`config.mk`:
```
export PLATFORM = sky130hd
export DESIGN_NAME = alu_share_arbiter
export DESIGN_NICKNAME = d
export VERILOG_FILES = /design/src/rtl/alu_pkg.sv /design/src/rtl/alu_rr_arb2.sv /design/src/rtl/alu_share_arbiter.sv
export SDC_FILE = /design/constraint.sdc
export NUM_CORES = 1
export LEC_CHECK = 0
export ABC_CLOCK_PERIOD_IN_PS = 5130
export CORE_AREA = 2 2 129 131
export DETAILED_ROUTE_END_ITERATION = 8
export DIE_AREA = 0 0 131 133
export GPL_ROUTABILITY_DRIVEN = 1
export SLEW_MARGIN = 30
export SYNTH_ARGS = -nofsm -noshare
export SYNTH_HDL_FRONTEND = slang
export SYNTH_HIERARCHICAL = 1
export SYNTH_SLANG_ARGS = --single-unit
```
`constraint.sdc`:
```
create_clock -name clk -period 5.13 [get_ports clk]
set_input_delay 1.026 -clock clk [delete_from_list [all_inputs] [get_ports clk]]
set_output_delay 1.026 -clock clk [all_outputs]
set_load 0.005 [all_outputs]
```
`src/rtl/alu_pkg.sv`:
```
// rtl/alu_pkg.sv - ALU op encoding shared by ALU control and the ALU share arbiter
package alu_pkg;

   localparam int ALU_OP_W = 4;

   // Codes 4'b0110 and 4'b1011 are unassigned and treated as illegal.
   typedef enum logic [ALU_OP_W-1:0] {
      ALU_AND   = 4'b0000,
      ALU_OR    = 4'b0001,
      ALU_ADD   = 4'b0010,
      ALU_XOR   = 4'b0011,
      ALU_SLL   = 4'b0100,
      ALU_SRL   = 4'b0101,
      ALU_SRA   = 4'b0111,
      ALU_SLT   = 4'b1000,
      ALU_SLTU  = 4'b1001,
      ALU_NOR   = 4'b1010,
      ALU_SUB   = 4'b1100,
      ALU_PASSA = 4'b1101,
      ALU_PASSB = 4'b1110,
      ALU_NAND  = 4'b1111
   } alu_op_t;

   // Op driven whenever the ALU is idle or the requested op is illegal.
   localparam alu_op_t ALU_OP_SUM = ALU_ADD;

   function automatic logic is_legal_alu_op(input logic [ALU_OP_W-1:0] op);
      return !((op == 4'b0110) || (op == 4'b1011));
   endfunction

endpackage

```
`src/rtl/alu_rr_arb2.sv`:
```
// rtl/alu_rr_arb2.sv - two-way round-robin / fixed-priority arbiter with last-grant state
module alu_rr_arb2 #(
   parameter int PRIORITY_MODE = 0
) (
   input  logic clk,
   input  logic rst_n,
   input  logic elig0_i,
   input  logic elig1_i,
   output logic grant0_o,
   output logic grant1_o
);

   logic last_grant_q, last_grant_d;

   always_comb begin
      grant0_o     = 1'b0;
      grant1_o     = 1'b0;
      last_grant_d = last_grant_q;
      if (elig0_i && elig1_i) begin
         if ((PRIORITY_MODE == 1) || last_grant_q) begin
            grant0_o = 1'b1;
         end else begin
            grant1_o = 1'b1;
         end
      end else begin
         grant0_o = elig0_i;
         grant1_o = elig1_i;
      end
      if (grant0_o) begin
         last_grant_d = 1'b0;
      end else if (grant1_o) begin
         last_grant_d = 1'b1;
      end
   end

   // Reset to 1 so requester 0 wins the first tie.
   always_ff @(posedge clk) begin
      if (!rst_n) begin
         last_grant_q <= 1'b1;
      end else begin
         last_grant_q <= last_grant_d;
      end
   end

endmodule

```
`src/rtl/alu_share_arbiter.sv`:
```
// rtl/alu_share_arbiter.sv - shares one ALU between core execute and aux unit, with response regs
module alu_share_arbiter
   import alu_pkg::*;
#(
   parameter int DATA_WIDTH    = 32,
   parameter int TAG_WIDTH     = 4,
   parameter int PRIORITY_MODE = 0
) (
   input  logic                  clk,
   input  logic                  rst_n,
   input  logic                  req0_valid_i,
   output logic                  req0_ready_o,
   input  logic [ALU_OP_W-1:0]   req0_op_i,
   input  logic [DATA_WIDTH-1:0] req0_a_i,
   input  logic [DATA_WIDTH-1:0] req0_b_i,
   input  logic [TAG_WIDTH-1:0]  req0_tag_i,
   input  logic                  req1_valid_i,
   output logic                  req1_ready_o,
   input  logic [ALU_OP_W-1:0]   req1_op_i,
   input  logic [DATA_WIDTH-1:0] req1_a_i,
   input  logic [DATA_WIDTH-1:0] req1_b_i,
   input  logic [TAG_WIDTH-1:0]  req1_tag_i,
   output logic                  rsp0_valid_o,
   input  logic                  rsp0_ready_i,
   output logic [DATA_WIDTH-1:0] rsp0_result_o,
   output logic                  rsp0_zero_o,
   output logic                  rsp0_err_o,
   output logic [TAG_WIDTH-1:0]  rsp0_tag_o,
   output logic                  rsp1_valid_o,
   input  logic                  rsp1_ready_i,
   output logic [DATA_WIDTH-1:0] rsp1_result_o,
   output logic                  rsp1_zero_o,
   output logic                  rsp1_err_o,
   output logic [TAG_WIDTH-1:0]  rsp1_tag_o,
   output logic [ALU_OP_W-1:0]   alu_op_o,
   output logic [DATA_WIDTH-1:0] alu_a_o,
   output logic [DATA_WIDTH-1:0] alu_b_o,
   input  logic [DATA_WIDTH-1:0] alu_result_i,
   input  logic                  alu_zero_i,
   output logic                  busy_o
);

   logic [1:0]                 elig, grant, rsp_ready;
   logic [1:0]                 rsp_valid_q, rsp_valid_d;
   logic [1:0][DATA_WIDTH-1:0] rsp_result_q, rsp_result_d;
   logic [1:0]                 rsp_zero_q, rsp_zero_d;
   logic [1:0]                 rsp_err_q, rsp_err_d;
   logic [1:0][TAG_WIDTH-1:0]  rsp_tag_q, rsp_tag_d;

   logic [ALU_OP_W-1:0]   sel_op;
   logic [DATA_WIDTH-1:0] sel_a, sel_b;
   logic [TAG_WIDTH-1:0]  sel_tag;
   logic                  op_legal;

   assign rsp_ready = {rsp1_ready_i, rsp0_ready_i};

   // A slot being drained this cycle counts as free; no grants while in reset.
   always_comb begin
      elig[0] = rst_n && req0_valid_i && (!rsp_valid_q[0] || rsp0_ready_i);
      elig[1] = rst_n && req1_valid_i && (!rsp_valid_q[1] || rsp1_ready_i);
   end

   alu_rr_arb2 #(
      .PRIORITY_MODE(PRIORITY_MODE)
   ) u_arb (
      .clk     (clk),
      .rst_n   (rst_n),
      .elig0_i (elig[0]),
      .elig1_i (elig[1]),
      .grant0_o(grant[0]),
      .grant1_o(grant[1])
   );

   always_comb begin
      sel_op   = grant[1] ? req1_op_i  : req0_op_i;
      sel_a    = grant[1] ? req1_a_i   : req0_a_i;
      sel_b    = grant[1] ? req1_b_i   : req0_b_i;
      sel_tag  = grant[1] ? req1_tag_i : req0_tag_i;
      op_legal = is_legal_alu_op(sel_op);

      alu_op_o = ALU_OP_SUM;
      alu_a_o  = '0;
      alu_b_o  = '0;
      if (|grant) begin
         alu_op_o = op_legal ? sel_op : ALU_OP_SUM;
         alu_a_o  = sel_a;
         alu_b_o  = sel_b;
      end
   end

   // Only one grant per cycle, so both slots can load from the same captured ALU output.
   always_comb begin
      rsp_valid_d  = rsp_valid_q;
      rsp_result_d = rsp_result_q;
      rsp_zero_d   = rsp_zero_q;
      rsp_err_d    = rsp_err_q;
      rsp_tag_d    = rsp_tag_q;
      for (int i = 0; i < 2; i++) begin
         if (grant[i]) begin
            rsp_valid_d[i]  = 1'b1;
            rsp_result_d[i] = op_legal ? alu_result_i : '0;
            rsp_zero_d[i]   = op_legal && alu_zero_i;
            rsp_err_d[i]    = !op_legal;
            rsp_tag_d[i]    = sel_tag;
         end else if (rsp_ready[i]) begin
            rsp_valid_d[i] = 1'b0;
         end
      end
   end

   always_ff @(posedge clk) begin
      if (!rst_n) begin
         rsp_valid_q  <= '0;
         rsp_result_q <= '0;
         rsp_zero_q   <= '0;
         rsp_err_q    <= '0;
         rsp_tag_q    <= '0;
      end else begin
         rsp_valid_q  <= rsp_valid_d;
         rsp_result_q <= rsp_result_d;
         rsp_zero_q   <= rsp_zero_d;
         rsp_err_q    <= rsp_err_d;
         rsp_tag_q    <= rsp_tag_d;
      end
   end

   assign req0_ready_o  = grant[0];
   assign req1_ready_o  = grant[1];
   assign rsp0_valid_o  = rsp_valid_q[0];
   assign rsp0_result_o = rsp_result_q[0];
   assign rsp0_zero_o   = rsp_zero_q[0];
   assign rsp0_err_o    = rsp_err_q[0];
   assign rsp0_tag_o    = rsp_tag_q[0];
   assign rsp1_valid_o  = rsp_valid_q[1];
   assign rsp1_result_o = rsp_result_q[1];
   assign rsp1_zero_o   = rsp_zero_q[1];
   assign rsp1_err_o    = rsp_err_q[1];
   assign rsp1_tag_o    = rsp_tag_q[1];
   assign busy_o        = (|rsp_valid_q) || (|grant);

endmodule

```
==> results of run 1 <==
cell type report:
| type | count | share of cell area [%] |
|---|---|---|
| Clock buffer | 10 | 3.306 |
| Clock inverter | 5 | 1.125 |
| Timing Repair Buffer | 345 | 47.56 |
| Tap cell | 220 | 3.808 |
| Multi-Input combinational cell | 190 | 22.10 |
| Antenna cell | 2 | 0.06923 |
| Sequential cell | 79 | 21.88 |
| Inverter | 3 | 0.1558 |
cells by family after synthesis:
family          share of synthesized area (%)
compound gates                          36.92
simple gates                            6.654
flops                                   47.52
buf+inv                                 5.188
mux                                     3.722
worst max-delay path, delay by kind of cell:
family / cells / cell delay (ns)
multiplexers: 1 / 0.32
AO/OA/AOI/OAI: 2 / 0.49
buffers and inverters: 4 / 1.34
AND/OR/NAND/NOR: 3 / 0.66
layout by cell type (no fill, tap or decap):
master | Yosys | layout
a22o_1 | 130 | 130
and4bb_4 | 1 | 1
a21boi_4 | 0 | 1
clkinvlp_4 | 0 | 1
nor2_1 | 9 | 6
dfxtp_1 | 79 | 79
nand2b_1 | 4 | 4
mux2i_2 | 1 | 1
mux2i_1 | 11 | 11
nor3_1 | 2 | 2
buf_4 | 0 | 13
and3_1 | 2 | 2
o21ai_0 | 7 | 7
clkbuf_16 | 0 | 9
a21oi_1 | 8 | 8
nor4b_4 | 1 | 1
bufinv_16 | 0 | 2
nand2b_4 | 1 | 1
nand2_1 | 4 | 4
nor2_4 | 0 | 1
clkdlybuf4s50_1 | 0 | 331
nor2_2 | 0 | 2
inv_6 | 0 | 1
nor4_4 | 2 | 2
buf_16 | 0 | 1
nand3_1 | 3 | 3
and2_1 | 1 | 1
inv_1 | 3 | 3
clkbuf_8 | 0 | 1
nand3b_1 | 1 | 1
a211oi_1 | 1 | 1
diode_2 | 0 | 2
clkinv_2 | 0 | 1
stage by stage:
stage | total power [uW] | std cells | hold WS [ns] | util [%] | setup WS, ns
finish | 1815 | 854 | 0.4616 | 44.70 | 0.2603
global route | 1891 | 854 | 0.4868 | 44.70 | 0.1141
CTS | 1835 | 851 | 0.4690 | 44.50 | 0.1496
detailed placement | 1139 | 836 | 0.4569 | 42.52 | 0.1548
global placement | 1136 | 836 | 0.4532 | 42.52 | 0.2826
floorplan | 807.5 | 301 | 0.4573 | - | 1.257
power by group through the flow:
stage          clock network [uW]  logic [uW]  registers, uW
2_1_floorplan                   0         130            678
3_3_place_gp                    0         459            677
3_5_place_dp                    0         462            677
4_1_cts                       706         464            665
5_1_grt                       731         493            668
6_report                      687         463            665
layer usage:
metal | GRT usage (%) | vias to the layer above
met1 | 19.94 | 1859
met5 | 0 | -
met2 | 34.95 | 201
met4 | 6.028 | 0
li1 | - | 1843
met3 | 5.540 | 17
path summary, 6_finish.rpt:
| path | start | to | slack, ns | depth (start not counted) |
|---|---|---|---|---|
| worst min-delay path | rsp_err_q[0]$_SDFFE_PN0P_ | rsp_err_q[0]$_SDFFE_PN0P_ | 0.46 | 2 |
| worst min register to register | rsp_err_q[0]$_SDFFE_PN0P_ | rsp_err_q[0]$_SDFFE_PN0P_ | 0.46 | 2 |
| worst max register to register | rsp_valid_q[0]$_SDFFE_PN0P_ | rsp0_result_o[19]$_SDFFE_PN0P_ | 2.27 | 11 |
| worst max-delay path | rsp0_ready_i | alu_op_o[0] | 0.26 | 10 |
registers in the layout, indices dropped and copies added, names as in the netlist:
name / flops
rsp0_result_o: 32
rsp0_tag_o: 4
rsp1_result_o: 32
rsp1_tag_o: 4
rsp_err_q: 2
rsp_valid_q: 2
rsp_zero_q: 2
u_arb/last_grant_q: 1
==> impl_metrics.tcl, run 1 <==
set metrics [dict create \
    slew_headroom_pct 61.01 \
    cap_violations 0 \
    pwr-share-clk_pct 37.9 \
    rsz0062_at_grt "false" \
    cts_buffer_depth 2 \
    synthTopCellsByCount "a22o_1, dfxtp_1, clkbuf_1, mux2i_1, nor2_1" \
    path_class "primary input to output port" \
    fill_cells 1553 \
    multi_input_area_um2 1598 \
    core_area_um2 16170 \
    vias_per_cell 4.590 \
    leakage_uw 0.002721 \
    cp-end-kind "output port" \
    p_int_uw 1392 \
    port_buffers 331 \
    cts.clk_slew.worst_paths_ns 0.06 \
    seqPwrFrac_pct 36.6 \
    dp_hpwl_mm 14.13 \
    maxSlewViolCount 0 \
    num_rows 47 \
    seq_area_um2 1582 \
    clock-root-buffer "clkbuf_16" \
    top_layer_used "met4" \
    place.gp.congestion 0.8055 \
    fin_crit_sh_pct 94.93 \
    critPathMaxStageDelay_ns 0.56 \
    cp.arrival_ns 3.84 \
    die_y_um 133 \
    fin_area_um2 7229 \
    io_pins 332 \
    tns_ns 0 \
    netlist.area_leader.share_pct 47.52 \
    drive_gt1_share_pct 6.171 \
    synth.distinct_cells 23 \
    crit_chain "clkdlybuf4s50_1 -> nand2b_1 -> and3_1 -> buf_4 -> a21boi_4 -> buf_4 -> mux2i_2 -> and4bb_4 -> a211oi_1 -> clkdlybuf4s50_1" \
    hold_viol_final 0 \
    cts_tree "built" \
    grt_pass1_vias 3987 \
    drt_iter0_markers 132 \
    synth_top_area_cell "dfxtp_1" \
    synth_edf_count 0 \
    grt_util_all_layers_pct 18.79 \
    fin_nets 811 \
    status "completed" \
    fin_crit_ns 4.870 \
    yosysMostFrequentCell "a22o_1" \
    start_util_pct 20.58 \
    postSynthAreaPerCell_um2 11.06 \
    required_ns 4.10 \
    async_flop_share_pct 0 \
    synthCells 301 \
    powerDensity_nw_per_um2 251.0 \
    hold_buffers 0 \
    antenna_left 0 \
    combPwrFrac_pct 25.5 \
    peakVddDrop_mv 0.1953 \
    antenna_found_initial 2 \
    cts_resized 0 \
    die_width_um 131 \
    switching_share_pct 23.29 \
    grt_pass1_wl_mm 24.28 \
    synth_area_um2 3328 \
    hp-class "flip-flop to flip-flop" \
    synth_nets 484 \
    ys_seq_area_share_pct 47.52 \
    routed_wl_mm 17.54 \
    wire_per_inst_um 20.53 \
    cp-start-kind "primary input" \
    cts_buffers 9 \
    vias 3920 \
    synth_seq_cells 79 \
    timing.fmax_mhz 205.4 \
    placed_area_um2 6877 \
    grt_max_degree 46 \
    p_switching_uw 422.7 \
    synth_area_leaders "dfxtp_1, a22o_1, mux2i_1, clkbuf_1, buf_6" \
    htree_levels 3 \
    setup_viol 0 \
    cp_max_fo 8 \
    dr.pass1.iters 4 \
    drt-met1-wl_mm 6.397 \
    overflow 0 \
    finalClockSkew_ns 0.007100 \
    cts_sinks 79 \
    wl_met2_mm 9.305 \
    post-cts-setup-buffers 0 \
    wl_met3_mm 1.523 \
    tightest_slew_ns 0.5842 \
    cp_slowest_cell "clkdlybuf4s50_1" \
    dieArea_um2 17420 \
    yosys_warnings 6 \
    area_growth_pct 117.2 \
    clk_latency_ns 0.33 \
    synth_ff_type "dfxtp_1" \
    drc 0 \
]
Note: power is estimated with default switching activity, not from simulation.
==> run 2, diff against run 1 <==
--- a/config.mk
+++ b/config.mk
@@ -7,6 +7,7 @@
 export LEC_CHECK = 0
 export ABC_CLOCK_PERIOD_IN_PS = 5130
 export CORE_AREA = 2 2 129 131
+export CTS_CLUSTER_SIZE = 14
 export DETAILED_ROUTE_END_ITERATION = 8
 export DIE_AREA = 0 0 131 133
 export GPL_ROUTABILITY_DRIVEN = 1
==> results of run 2 <==
Same layout as run 1: the final DEF is identical, and so are final timing and power.
==> run 3, diff against run 2 <==
--- a/config.mk
+++ b/config.mk
@@ -5,6 +5,7 @@
 export SDC_FILE = /design/constraint.sdc
 export NUM_CORES = 1
 export LEC_CHECK = 0
+export ABC_AREA = 0
 export ABC_CLOCK_PERIOD_IN_PS = 5130
 export CORE_AREA = 2 2 129 131
 export CTS_CLUSTER_SIZE = 14
==> results of run 3 <==
Same layout as run 1: the final DEF is identical, and so are final timing and power.
